### src/rtl/and_operand_loader_pkg.sv
// Shared constants for the AND operand loader: FSM encoding and the operand width
// that must agree with the downstream multi_bit AND block.
package and_operand_loader_pkg;

    localparam int unsigned DefaultDataWidth = 4;

    localparam logic [1:0] StWaitA = 2'd0;
    localparam logic [1:0] StWaitB = 2'd1;
    localparam logic [1:0] StHold  = 2'd2;

endpackage

### src/rtl/and_operand_loader.sv
// Collects operand A then operand B over one valid/ready channel, holds the pair for the
// AND block until acknowledged, and counts acknowledged pairs (wrapping).
module and_operand_loader
    import and_operand_loader_pkg::*;
#(
    parameter int unsigned DATA_WIDTH = DefaultDataWidth,
    parameter int unsigned CNT_WIDTH  = 8
) (
    input  logic                  clk_in,
    input  logic                  rst_in,
    input  logic [DATA_WIDTH-1:0] data_in,
    input  logic                  valid_in,
    output logic                  ready_out,
    output logic [DATA_WIDTH-1:0] a_out,
    output logic [DATA_WIDTH-1:0] b_out,
    output logic                  op_valid_out,
    input  logic                  op_ack_in,
    output logic [CNT_WIDTH-1:0]  pairs_out
);

    logic [1:0]            state_q, state_d;
    logic [DATA_WIDTH-1:0] a_q, a_d;
    logic [DATA_WIDTH-1:0] b_q, b_d;
    logic                  op_valid_q, op_valid_d;
    logic [CNT_WIDTH-1:0]  pairs_q, pairs_d;
    logic                  xfer;
    logic                  consume;

    // Ready depends on state only, so no combinational path from valid_in or op_ack_in.
    assign ready_out = (state_q != StHold);
    assign xfer      = valid_in && ready_out;
    assign consume   = (state_q == StHold) && op_ack_in;

    always_comb begin
        state_d = state_q;
        case (state_q)
            StWaitA: if (xfer) state_d = StWaitB;
            StWaitB: if (xfer) state_d = StHold;
            StHold:  if (op_ack_in) state_d = StWaitA;
            default: state_d = StWaitA;
        endcase
    end

    // Operands are only overwritten by a new transfer, never cleared on ack.
    always_comb begin
        a_d        = a_q;
        b_d        = b_q;
        op_valid_d = op_valid_q;
        if (xfer && (state_q == StWaitA)) begin
            a_d = data_in;
        end
        if (xfer && (state_q == StWaitB)) begin
            b_d        = data_in;
            op_valid_d = 1'b1;
        end
        if (consume) begin
            op_valid_d = 1'b0;
        end
    end

    always_comb begin
        pairs_d = pairs_q;
        if (consume) begin
            pairs_d = pairs_q + {{(CNT_WIDTH-1){1'b0}}, 1'b1};
        end
    end

    always_ff @(posedge clk_in or posedge rst_in) begin
        if (rst_in) begin
            state_q    <= StWaitA;
            a_q        <= '0;
            b_q        <= '0;
            op_valid_q <= 1'b0;
            pairs_q    <= '0;
        end else begin
            state_q    <= state_d;
            a_q        <= a_d;
            b_q        <= b_d;
            op_valid_q <= op_valid_d;
            pairs_q    <= pairs_d;
        end
    end

    assign a_out        = a_q;
    assign b_out        = b_q;
    assign op_valid_out = op_valid_q;
    assign pairs_out    = pairs_q;

endmodule
### config.mk
export PLATFORM = sky130hd
export DESIGN_NAME = and_operand_loader
export DESIGN_NICKNAME = d
export VERILOG_FILES = /design/src/rtl/and_operand_loader_pkg.sv /design/src/rtl/and_operand_loader.sv
export SDC_FILE = /design/constraint.sdc
export NUM_CORES = 1
export LEC_CHECK = 0
export CAP_MARGIN = 30
export CELL_PAD_IN_SITES_DETAIL_PLACEMENT = 2
export CELL_PAD_IN_SITES_GLOBAL_PLACEMENT = 2
export CORE_ASPECT_RATIO = 0.75
export CORE_MARGIN = 1.5
export CORE_UTILIZATION = 25
export DETAILED_ROUTE_END_ITERATION = 8
export PLACE_DENSITY_LB_ADDON = 0.1
export SLEW_MARGIN = 20
export SYNTH_ARGS = -nofsm -noshare
export SYNTH_HDL_FRONTEND = slang
export SYNTH_SLANG_ARGS = --single-unit
### constraint.sdc
create_clock -name clk_in -period 1.2 [get_ports clk_in]
set_clock_uncertainty 0.05 [all_clocks]
set_input_delay 0.3 -clock clk_in [delete_from_list [all_inputs] [get_ports clk_in]]
set_output_delay 0.3 -clock clk_in [all_outputs]
set_load 0.02 [all_outputs]
==> out/metrics.yaml, run 1 <==
cts_buffers: 3
dieArea_um2: 3460
synthArstFlopShare_pct: 100
drive_gt1_share_pct: 54.8
vdd_drop_max_v: 0.000948
die_w_um: 67.4
start_util_pct: 26.3
wl_per_cell_um: 14.4
cts_tree: "done"
worstRegToRegCells: 4
yosysMostFrequentCell: "dfrtp_1"
met3_usage_pct: 4.63
start_kind: "register"
period_minus_slack_ns: 1.34
setup_ws_ns: -0.138
critPathLaunch: "state_q[0]"
avgSynthCellArea_um2: 13.4
grt_pass1_vias: 685
hold_slack_ns: 0.281
violations: "setup timing"
cap_violations: 0
cpPeakStageDelay_ns: 0.39
hp-class: "in2reg"
hpwl_um: 1480
tightest_slew_ns: 0.186
synth_edf_count: 0
rsz0062_at_grt: "yes"
synth_largest_area_cell: "dfrtp_1"
grt_first_pass_wirelength_um: 3360
critPathCapture: "a_out[0]"
instances_no_fill: 142
design.core.area_um2: 2960
insertion_delay_ns: 0.25
grt.busiest_layer: "met2"
postPlaceCellArea_um2: 1200
syn2layout_area_growth_pct: 63.7
die_h_um: 51.3
slew_viol_final: 0
via_per_inst: 4.27
fillCellCount: 311
postRouteAntennaNets: 0
synth-seq-cells: 19
arrival_ns: 1.42
route.detailed.drc: 0
cts_num_sinks: 19
portBuffers: 25
grt_max_degree: 20
clk_pin_slew_ns: 0.07
reg2reg_setup_slack_ns: -0.14
grt_overflow_total: 0
post-route-cell-area_um2: 1270
finalHoldViolations: 0
status: "finished with violations"
synthesis.area_um2: 778
grt_use_met1_pct: 18.6
track_usage_pct: 13.7
synth_common_cells: "dfrtp_1, mux2_2, xnor2_1"
drt_iter0_markers: 11
p_leak_nw: 0.638
drt-pass1-iter-count: 3
num_rows: 17
crit_slowest_cell: "dfrtp_1"
setup_tns_ns: -1.32
crit_type: "reg2reg"
path_cells: "buf_6 > nor3b_2 > buf_4 > mux2_4"
num_antenna_cells: 0
place.gp.congestion: 0.643
power.density_nw_per_um2: 2420
antenna_found_initial: 0
crit_required_ns: 1.29
synth_top_area_share_pct: 61.1
syn_inst: 58
synth.area.top_cells: "dfrtp_1, mux2_2, xnor2_1, xor2_1, nand4_1"
io_pins: 26
r2r-end: "a_out[0]"
reg2reg_from: "state_q[0]"
synth.yosys.seq_area_share_pct: 61.1
slew_headroom_pct: 87.5
drt-total-wl_um: 2040
fmax_ghz: 0.747
yosysUniqueCellTypes: 20
worst_setup_path_end_kind: "register"
cts_hold_buffers: 0
critPathMaxFanout: 5
cts_root_buffer: "clkbuf_8"
nets: 114
h-tree-depth: 1
yosysWarnings: 0
synth_flop_cell: "dfrtp_1"
use_met2_pct: 20.5
clockBufferDepth: 2
finalCritPeriodShare_pct: 111
hp-start: "op_ack_in"
dp.cells: 135
finalSetupViolCount: 16
via_count: 607
synth_fp_nets: 67
==> critical path, delay by kind of cell, from the launching register on <==
| kind | cells | cell delay [ns] |
|---|---|---|
| buffers and inverters | 2 | 0.30 |
| AND/OR/NAND/NOR | 1 | 0.17 |
| flip-flops | 1 | 0.39 |
| multiplexers | 1 | 0.30 |
==> worst min-delay path by stage <==
stage                             to  slack [ns]  cells past startpoint
after global routing      state_q[1]        0.32                      2
after floorplan             a_out[0]        0.20                      1
after global placement      b_out[2]        0.44                      1
final                     state_q[1]        0.28                      2
after detailed placement    b_out[1]        0.45                      1
after CTS                 state_q[1]        0.31                      3
==> flip-flops by register name, summed over array words and instances (netlist names) <==
| signal | count |
|---|---|
| op_valid_out | 1 |
| state_q | 2 |
| a_out | 4 |
| b_out | 4 |
| pairs_out | 8 |
==> power by group <==
part           internal (mW)  switching (mW)
registers              0.895           0.138
clock network          0.236           0.206
logic                  0.811           0.793
total                   1.94            1.14
==> through the flow <==
stage	utilization, %	worst slack (ns)	power (mW)
floorplan	-	-0.0269	1.76
global placement	40.5	-0.442	2.52
detailed placement	40.5	-0.459	2.58
CTS	41.7	-0.148	3.04
global route	43.1	-0.166	3.29
finish	43.1	-0.138	3.08
==> final cells by class <==
cell class | instances | area (µm²) | area share, %
repair buffers | 43 | 342 | 26.8
inverters | 3 | 11.3 | 0.884
clock buffers | 4 | 45.0 | 3.54
well taps | 38 | 47.5 | 3.73
multi-input cells | 35 | 352 | 27.6
flip-flops and latches | 19 | 477 | 37.4
==> kinds of logic after synthesis <==
| family | synth area share (%) |
|---|---|
| DFF | 61.1 |
| and+or+nand+nor | 11.9 |
| muxes | 13.0 |
| xor gates and xnor gates | 9.00 |
| buffers and inverters | 2.09 |
| AOI/OAI and AO/OA | 1.28 |
| adders and majority gates | 1.61 |
==> per-layer routing <==
layer / part of all wire, % / vias up
met5: 0 / -
met4: 0.68 / 0
met3: 4.5 / 2
met2: 47 / 12
met1: 48 / 305
li1: - / 288
==> layout by cell type, fill, tap and decap left out, types with 2 or more instances in the layout <==
master | synthesis | final
xor2_1 | 3 | 3
clkdlybuf4s50_1 | 0 | 5
mux2_2 | 8 | 3
nor3_2 | 0 | 2
xnor2_1 | 5 | 4
dfrtp_1 | 19 | 18
nand4_1 | 3 | 3
buf_4 | 0 | 10
mux2_4 | 0 | 6
buf_2 | 1 | 17
nor2_1 | 2 | 2
buf_6 | 0 | 8
inv_1 | 3 | 3
clkbuf_8 | 0 | 3
==> what timing repair did <==
item | CTS | global route
setup buffers | 2 | 1
endpoints found under the setup margin | 35 | 20
resized for setup | 90 | 8
pin swaps | 12 | 3
Note: power is estimated with default switching activity, not from simulation.
==> run 2, diff against run 1 <==
--- a/config.mk
+++ b/config.mk
@@ -13,7 +13,6 @@
 export CORE_UTILIZATION = 25
 export DETAILED_ROUTE_END_ITERATION = 8
 export PLACE_DENSITY_LB_ADDON = 0.1
-export SLEW_MARGIN = 20
 export SYNTH_ARGS = -nofsm -noshare
 export SYNTH_HDL_FRONTEND = slang
 export SYNTH_SLANG_ARGS = --single-unit
==> results of run 2 <==
No change in the layout: final DEF, timing and power equal those of run 1.
